### src/rtl/mesh_rtr_node.sv
// 2D-mesh router node: XY routing from four input ports into four
// first-word-fall-through output FIFOs through one shared arbiter.
module mesh_rtr_node #(
  parameter int PCKG_SZ    = 40,
  parameter int FIFO_DEPTH = 4,
  parameter int ID_R       = 1,
  parameter int ID_C       = 1,
  parameter int ROWS       = 4,
  parameter int COLUMNS    = 4,
  parameter int ARB_MODE   = 0
) (
  input  logic                 clk,
  input  logic                 rst,
  input  logic [4*PCKG_SZ-1:0] data_out_i_in,
  input  logic [3:0]           pndng_i_in,
  output logic [3:0]           popin,
  output logic [4*PCKG_SZ-1:0] data_out,
  output logic [3:0]           pndng,
  input  logic [3:0]           pop,
  output logic [3:0]           fifo_full,
  output logic [7:0]           err_cnt
);

  localparam int PTR_W = $clog2(FIFO_DEPTH);
  localparam int CNT_W = $clog2(FIFO_DEPTH + 1);
  localparam logic [CNT_W-1:0] DEPTH_C  = CNT_W'(FIFO_DEPTH);
  localparam logic [PTR_W-1:0] PTR_LAST = PTR_W'(FIFO_DEPTH - 1);

  if (PCKG_SZ < 16 || FIFO_DEPTH < 2 || ID_R < 1 || ID_R > ROWS ||
      ID_C < 1 || ID_C > COLUMNS) begin : g_cfg_err
    $error("mesh_rtr_node: invalid parameter set");
  end

  typedef enum logic {ARB, XFER} state_t;

  // Returns {misroute, port}; column is resolved before row (XY order).
  function automatic logic [2:0] route(input logic [7:0] hdr);
    int row, col;
    row = int'(hdr[7:4]);
    col = int'(hdr[3:0]);
    if (col > ID_C)      route = 3'b001;
    else if (col < ID_C) route = 3'b011;
    else if (row < ID_R) route = 3'b000;
    else if (row > ID_R) route = 3'b010;
    else                 route = 3'b100;
  endfunction

  function automatic logic [PTR_W-1:0] ptr_inc(input logic [PTR_W-1:0] p);
    ptr_inc = (p == PTR_LAST) ? '0 : p + 1'b1;
  endfunction

  state_t state_q, state_d;
  logic [1:0]         rr_ptr;
  logic [2:0]         route_r [4];
  logic [3:0]         elig;
  logic [1:0]         sel, idx;
  logic               found;

  logic [1:0]         gnt_p0, tgt_p0;
  logic               mis_p0;
  logic [PCKG_SZ-1:0] pkt_p0;

  logic [PCKG_SZ-1:0] mem    [4][FIFO_DEPTH];
  logic [PTR_W-1:0]   rd_ptr [4];
  logic [PTR_W-1:0]   wr_ptr [4];
  logic [CNT_W-1:0]   cnt    [4];
  logic [3:0]         do_push, do_pop;

  always_comb begin
    for (int i = 0; i < 4; i++) begin
      route_r[i] = route(data_out_i_in[i*PCKG_SZ + PCKG_SZ - 8 +: 8]);
      elig[i]    = pndng_i_in[i] && (route_r[i][2] || !fifo_full[route_r[i][1:0]]);
    end
  end

  // Fixed priority is a round-robin scan that always starts at port 0.
  always_comb begin
    sel   = '0;
    idx   = '0;
    found = 1'b0;
    for (int k = 0; k < 4; k++) begin
      idx = (ARB_MODE == 1) ? 2'(k) : rr_ptr + 2'(k);
      if (!found && elig[idx]) begin
        sel   = idx;
        found = 1'b1;
      end
    end
  end

  always_comb begin
    state_d = state_q;
    case (state_q)
      ARB:     if (found) state_d = XFER;
      XFER:    state_d = ARB;
      default: state_d = ARB;
    endcase
  end

  // ---- stage p0: grant registered in ARB, consumed in XFER ----
  always_ff @(posedge clk or negedge rst) begin
    if (!rst) begin
      state_q <= ARB;
      rr_ptr  <= '0;
      gnt_p0  <= '0;
      tgt_p0  <= '0;
      mis_p0  <= 1'b0;
      err_cnt <= '0;
    end else begin
      state_q <= state_d;
      if (state_q == ARB && found) begin
        gnt_p0 <= sel;
        tgt_p0 <= route_r[sel][1:0];
        mis_p0 <= route_r[sel][2];
      end
      if (state_q == XFER) begin
        rr_ptr <= gnt_p0 + 2'd1;
        if (mis_p0 && err_cnt != 8'hFF) err_cnt <= err_cnt + 8'd1;
      end
    end
  end

  always_ff @(posedge clk) begin
    if (state_q == ARB && found) pkt_p0 <= data_out_i_in[sel*PCKG_SZ +: PCKG_SZ];
  end

  assign popin = (state_q == XFER) ? (4'b0001 << gnt_p0) : 4'b0000;

  always_comb begin
    data_out = '0;
    for (int i = 0; i < 4; i++) begin
      pndng[i]     = (cnt[i] != '0);
      fifo_full[i] = (cnt[i] == DEPTH_C);
      do_pop[i]    = pop[i] && pndng[i];
      do_push[i]   = (state_q == XFER) && !mis_p0 && (tgt_p0 == 2'(i)) && !fifo_full[i];
      if (pndng[i]) data_out[i*PCKG_SZ +: PCKG_SZ] = mem[i][rd_ptr[i]];
    end
  end

  // ---- stage p1: output FIFOs ----
  always_ff @(posedge clk or negedge rst) begin
    if (!rst) begin
      for (int i = 0; i < 4; i++) begin
        rd_ptr[i] <= '0;
        wr_ptr[i] <= '0;
        cnt[i]    <= '0;
      end
    end else begin
      for (int i = 0; i < 4; i++) begin
        if (do_push[i]) wr_ptr[i] <= ptr_inc(wr_ptr[i]);
        if (do_pop[i])  rd_ptr[i] <= ptr_inc(rd_ptr[i]);
        case ({do_push[i], do_pop[i]})
          2'b10:   cnt[i] <= cnt[i] + 1'b1;
          2'b01:   cnt[i] <= cnt[i] - 1'b1;
          default: cnt[i] <= cnt[i];
        endcase
      end
    end
  end

  always_ff @(posedge clk) begin
    for (int i = 0; i < 4; i++) begin
      if (do_push[i]) mem[i][wr_ptr[i]] <= pkt_p0;
    end
  end

endmodule
### config.mk
export PLATFORM = sky130hd
export DESIGN_NAME = mesh_rtr_node
export DESIGN_NICKNAME = d
export VERILOG_FILES = /design/src/rtl/mesh_rtr_node.sv
export SDC_FILE = /design/constraint.sdc
export NUM_CORES = 1
export LEC_CHECK = 0
export BUFFER_PORTS_ARGS = -buffer_cell sky130_fd_sc_hd__buf_2
export CAP_MARGIN = 20
export CORE_MARGIN = 4
export CORE_UTILIZATION = 45
export CTS_CLUSTER_DIAMETER = 40
export DETAILED_ROUTE_END_ITERATION = 8
export PLACE_DENSITY = 0.66
export SLEW_MARGIN = 10
export SYNTH_ARGS = -nofsm -noshare
export SYNTH_HDL_FRONTEND = slang
export SYNTH_SLANG_ARGS = --single-unit
### constraint.sdc
create_clock -name clk -period 7.14 [get_ports clk]
set_input_delay 0.714 -clock clk [delete_from_list [all_inputs] [get_ports clk]]
set_output_delay 0.714 -clock clk [all_outputs]
set_load 0.005 [all_outputs]
==> qor.csv <==
metric;value;unit
port bufs;349;
Ports;350;
Worst-path clk slew;0.06;ns
Async SR Flop Fraction;0.0608;
gr ovfl total;0;
Max VDD drop;0.248;mV
CP required;7.61;ns
clock latency on the worst-skew pair;0.65;ns
share of the yosys chip area belonging to registers;0.727;
Root Buffer;clkbuf_16;
largest cells by area after synthesis;edfxtp_1 (69%), mux4_2 (12%), mux2i_1 (4.2%), and2_1 (3.8%), dfrtp_1 (3.7%);
Fin Hold WS;0.429;ns
Hold Path Stages;3;
CTS tree;yes;
Total GRT Usage;0.213;
RSZ-0062 raised after global routing;false;
worst hold path type;in -> reg;
PD cells;466;mW/mm^2
routed len/inst;26.1;um
pins over their slew limit;0;
Final Hold Viols;0;
fin crit period;3.80;ns
Synth Net Count;1701;
mapped cell area;0.0296;sq mm
clk buf depth;3;
clk sink count;724;
R2R depth;7;
CP startpoint kind;register;
initial antenna violation count;4;
DRT antenna net count;0;
die width;265;um
Resize count post-CTS;0;
dpl ws;2.68;ns
post-route setup slack;3.34;ns
Die H;265;um
Tcrit/Tclk final;0.532;
synthesized instance count;1498;
Layout area overhead;21.5;%
total power draw;16.8;mW
most frequent cell after synthesis;edfxtp_1;
synth warn;0;
worst-margin pin slew;1.01;ns
post-synth cell types;58;
die footprint;0.0700;sq mm
detailed placer's ending HPWL;44.8;mm
hold path start;data_out_i_in[89];
#FFs+latches synth;724;
Worst Path Max Fanout;24;
area leader, netlist;edfxtp_1;
Achievable Freq;0.263;GHz
Pleak;12.9;nW
H-tree depth;3;
Post-Route WL;74.6;mm
Critical Path Source;cnt[6]$_DFFE_PN0P_;
Reg2Reg Launch Point;cnt[6]$_DFFE_PN0P_;
outcome;finished, final reports clean;
post-route insts no fill;2857;
Arr. time, crit path;4.26;ns
Setup Buffers After CTS;0;
number of global-route vias before repair;16600;
top cell type's share of synthesized area;0.690;
Vias/cell;5.48;
top_reg_cell synth;edfxtp_1;
top cells by count, synth;edfxtp_1 (680), and2_1 (182), mux4_2 (160), mux2i_1 (123), dfrtp_1 (44);
setup TNS;0;ns
layout cells sized above 1;0.382;
Setup CP Type;reg -> reg;
DRC viols;0;
Num CTS Buffers;103;
Core Footprint;0.0648;sq mm
DR pass1 iterations;5;
crit path capture type;register;
Clock Skews;0.0274;ns
Slew headroom;0.325;
gpl congestion;0.848;
Max-Cap Viols;0;
Placed Area;0.0323;sq mm
initial core utilization;0.457;
Design Area, Final;0.0360;sq mm
placement row count;93;
Final Core Density;0.555;
placed insts;2657;
nets;2115;
largest net degree at the start of global routing;45;
first-pass GRT wire length;110;mm
via count;15700;
hold_buf cts;0;
DR iter-0 viols;1224;
syn avg cell area;19.8;sq um
Post-synth EDFFs;680;
final setup violation count;0;
critical path, cell delays in order (launching register included):
cell and delay [ns]:
dfrtp_1 0.41, or3b_1 0.57, o21ai_0 0.46, nor4_1 0.17
a221o_1 0.35, nor2_4 0.69, buf_4 0.60, mux2i_1 0.31
power by group:
group          total [mW]  internal [mW]  switching (mW)  leakage [nW]
Combinational        4.54           2.20            2.33          4.50
Clock                5.23           3.27            1.96          1.74
Sequential           7.00           5.96            1.04          6.70
Total                16.8           11.4            5.33          12.9
layout by cell type (no fill, tap or decap), types with 5 or more instances in the layout:
master      count
o21ai_0        22
or3_1           6
buf_4          26
xor2_1         11
clkinv_2       10
nand2_1        26
nor2_1          9
clkbuf_16     106
and3_1          5
dfrtp_1        36
mux2i_1       123
xnor2_1         8
and2_2         16
and2_1        166
clkbuf_1        7
bufinv_16      14
edfxtp_1      680
ha_1           29
nand3_1         5
nor3_1         12
mux2_2          8
clkinv_4       10
buf_2         349
inv_6          17
clkinv_1       11
mux4_2        160
clkinvlp_4     11
inv_1          33
sequential cells by signal (all words and copies together) (netlist names):
name,flops
mem,640
mis_p0,1
gnt_p0,2
state_q,1
wr_ptr,8
rr_ptr,2
tgt_p0,2
err_cnt,8
rd_ptr,8
cnt,12
pkt_p0,40
routing by layer:
metal / vias to the layer above / share of wire / track usage
met5: - / 0.000067 / 0
met2: 611 / 0.51 / 0.365
li1: 6810 / - / -
met3: 137 / 0.073 / 0.0476
met1: 8104 / 0.39 / 0.272
met4: 2 / 0.029 / 0.0694
cell type report:
type                            instances  area, sq um
Fill cell                            5001        28800
Tap cell                              855         1070
Inverter                               34          128
Sequential cell                       724        21500
Timing Repair Buffer                  380         2020
Clock buffer                          113         2680
Multi-Input combinational cell        669         7580
Clock inverter                         80          952
Antenna cell                            2         5.00
final timing paths:
check	to	slack, ns
min in group asynchronous	err_cnt[7]$_DFFE_PN0P_	0.48
max in group asynchronous	rd_ptr[6]$_DFFE_PN0P_	6.15
worst max-delay path	pkt_p0[34]$_DFFE_PP_	3.34
worst max register to register	pkt_p0[34]$_DFFE_PP_	3.34
worst min-delay path	pkt_p0[9]$_DFFE_PP_	0.43
worst min register to register	cnt[5]$_DFFE_PN0P_	0.48
logic make-up (layout without fill, tap and decap cells):
| kind of cell | after synthesis | in the layout | synth area share |
|---|---|---|---|
| other | 0 | 2 | 0 |
| XOR/XNOR | 19 | 19 | 0.00562 |
| adder cells (fa/ha/maj) | 33 | 33 | 0.0150 |
| flip-flops | 724 | 724 | 0.727 |
| AO/OA/AOI/OAI | 50 | 50 | 0.0116 |
| buffers and inverters | 105 | 607 | 0.0180 |
| AND/OR/NAND/NOR | 276 | 276 | 0.0567 |
| multiplexers | 291 | 291 | 0.166 |
Power figures use the tool's default switching activity.
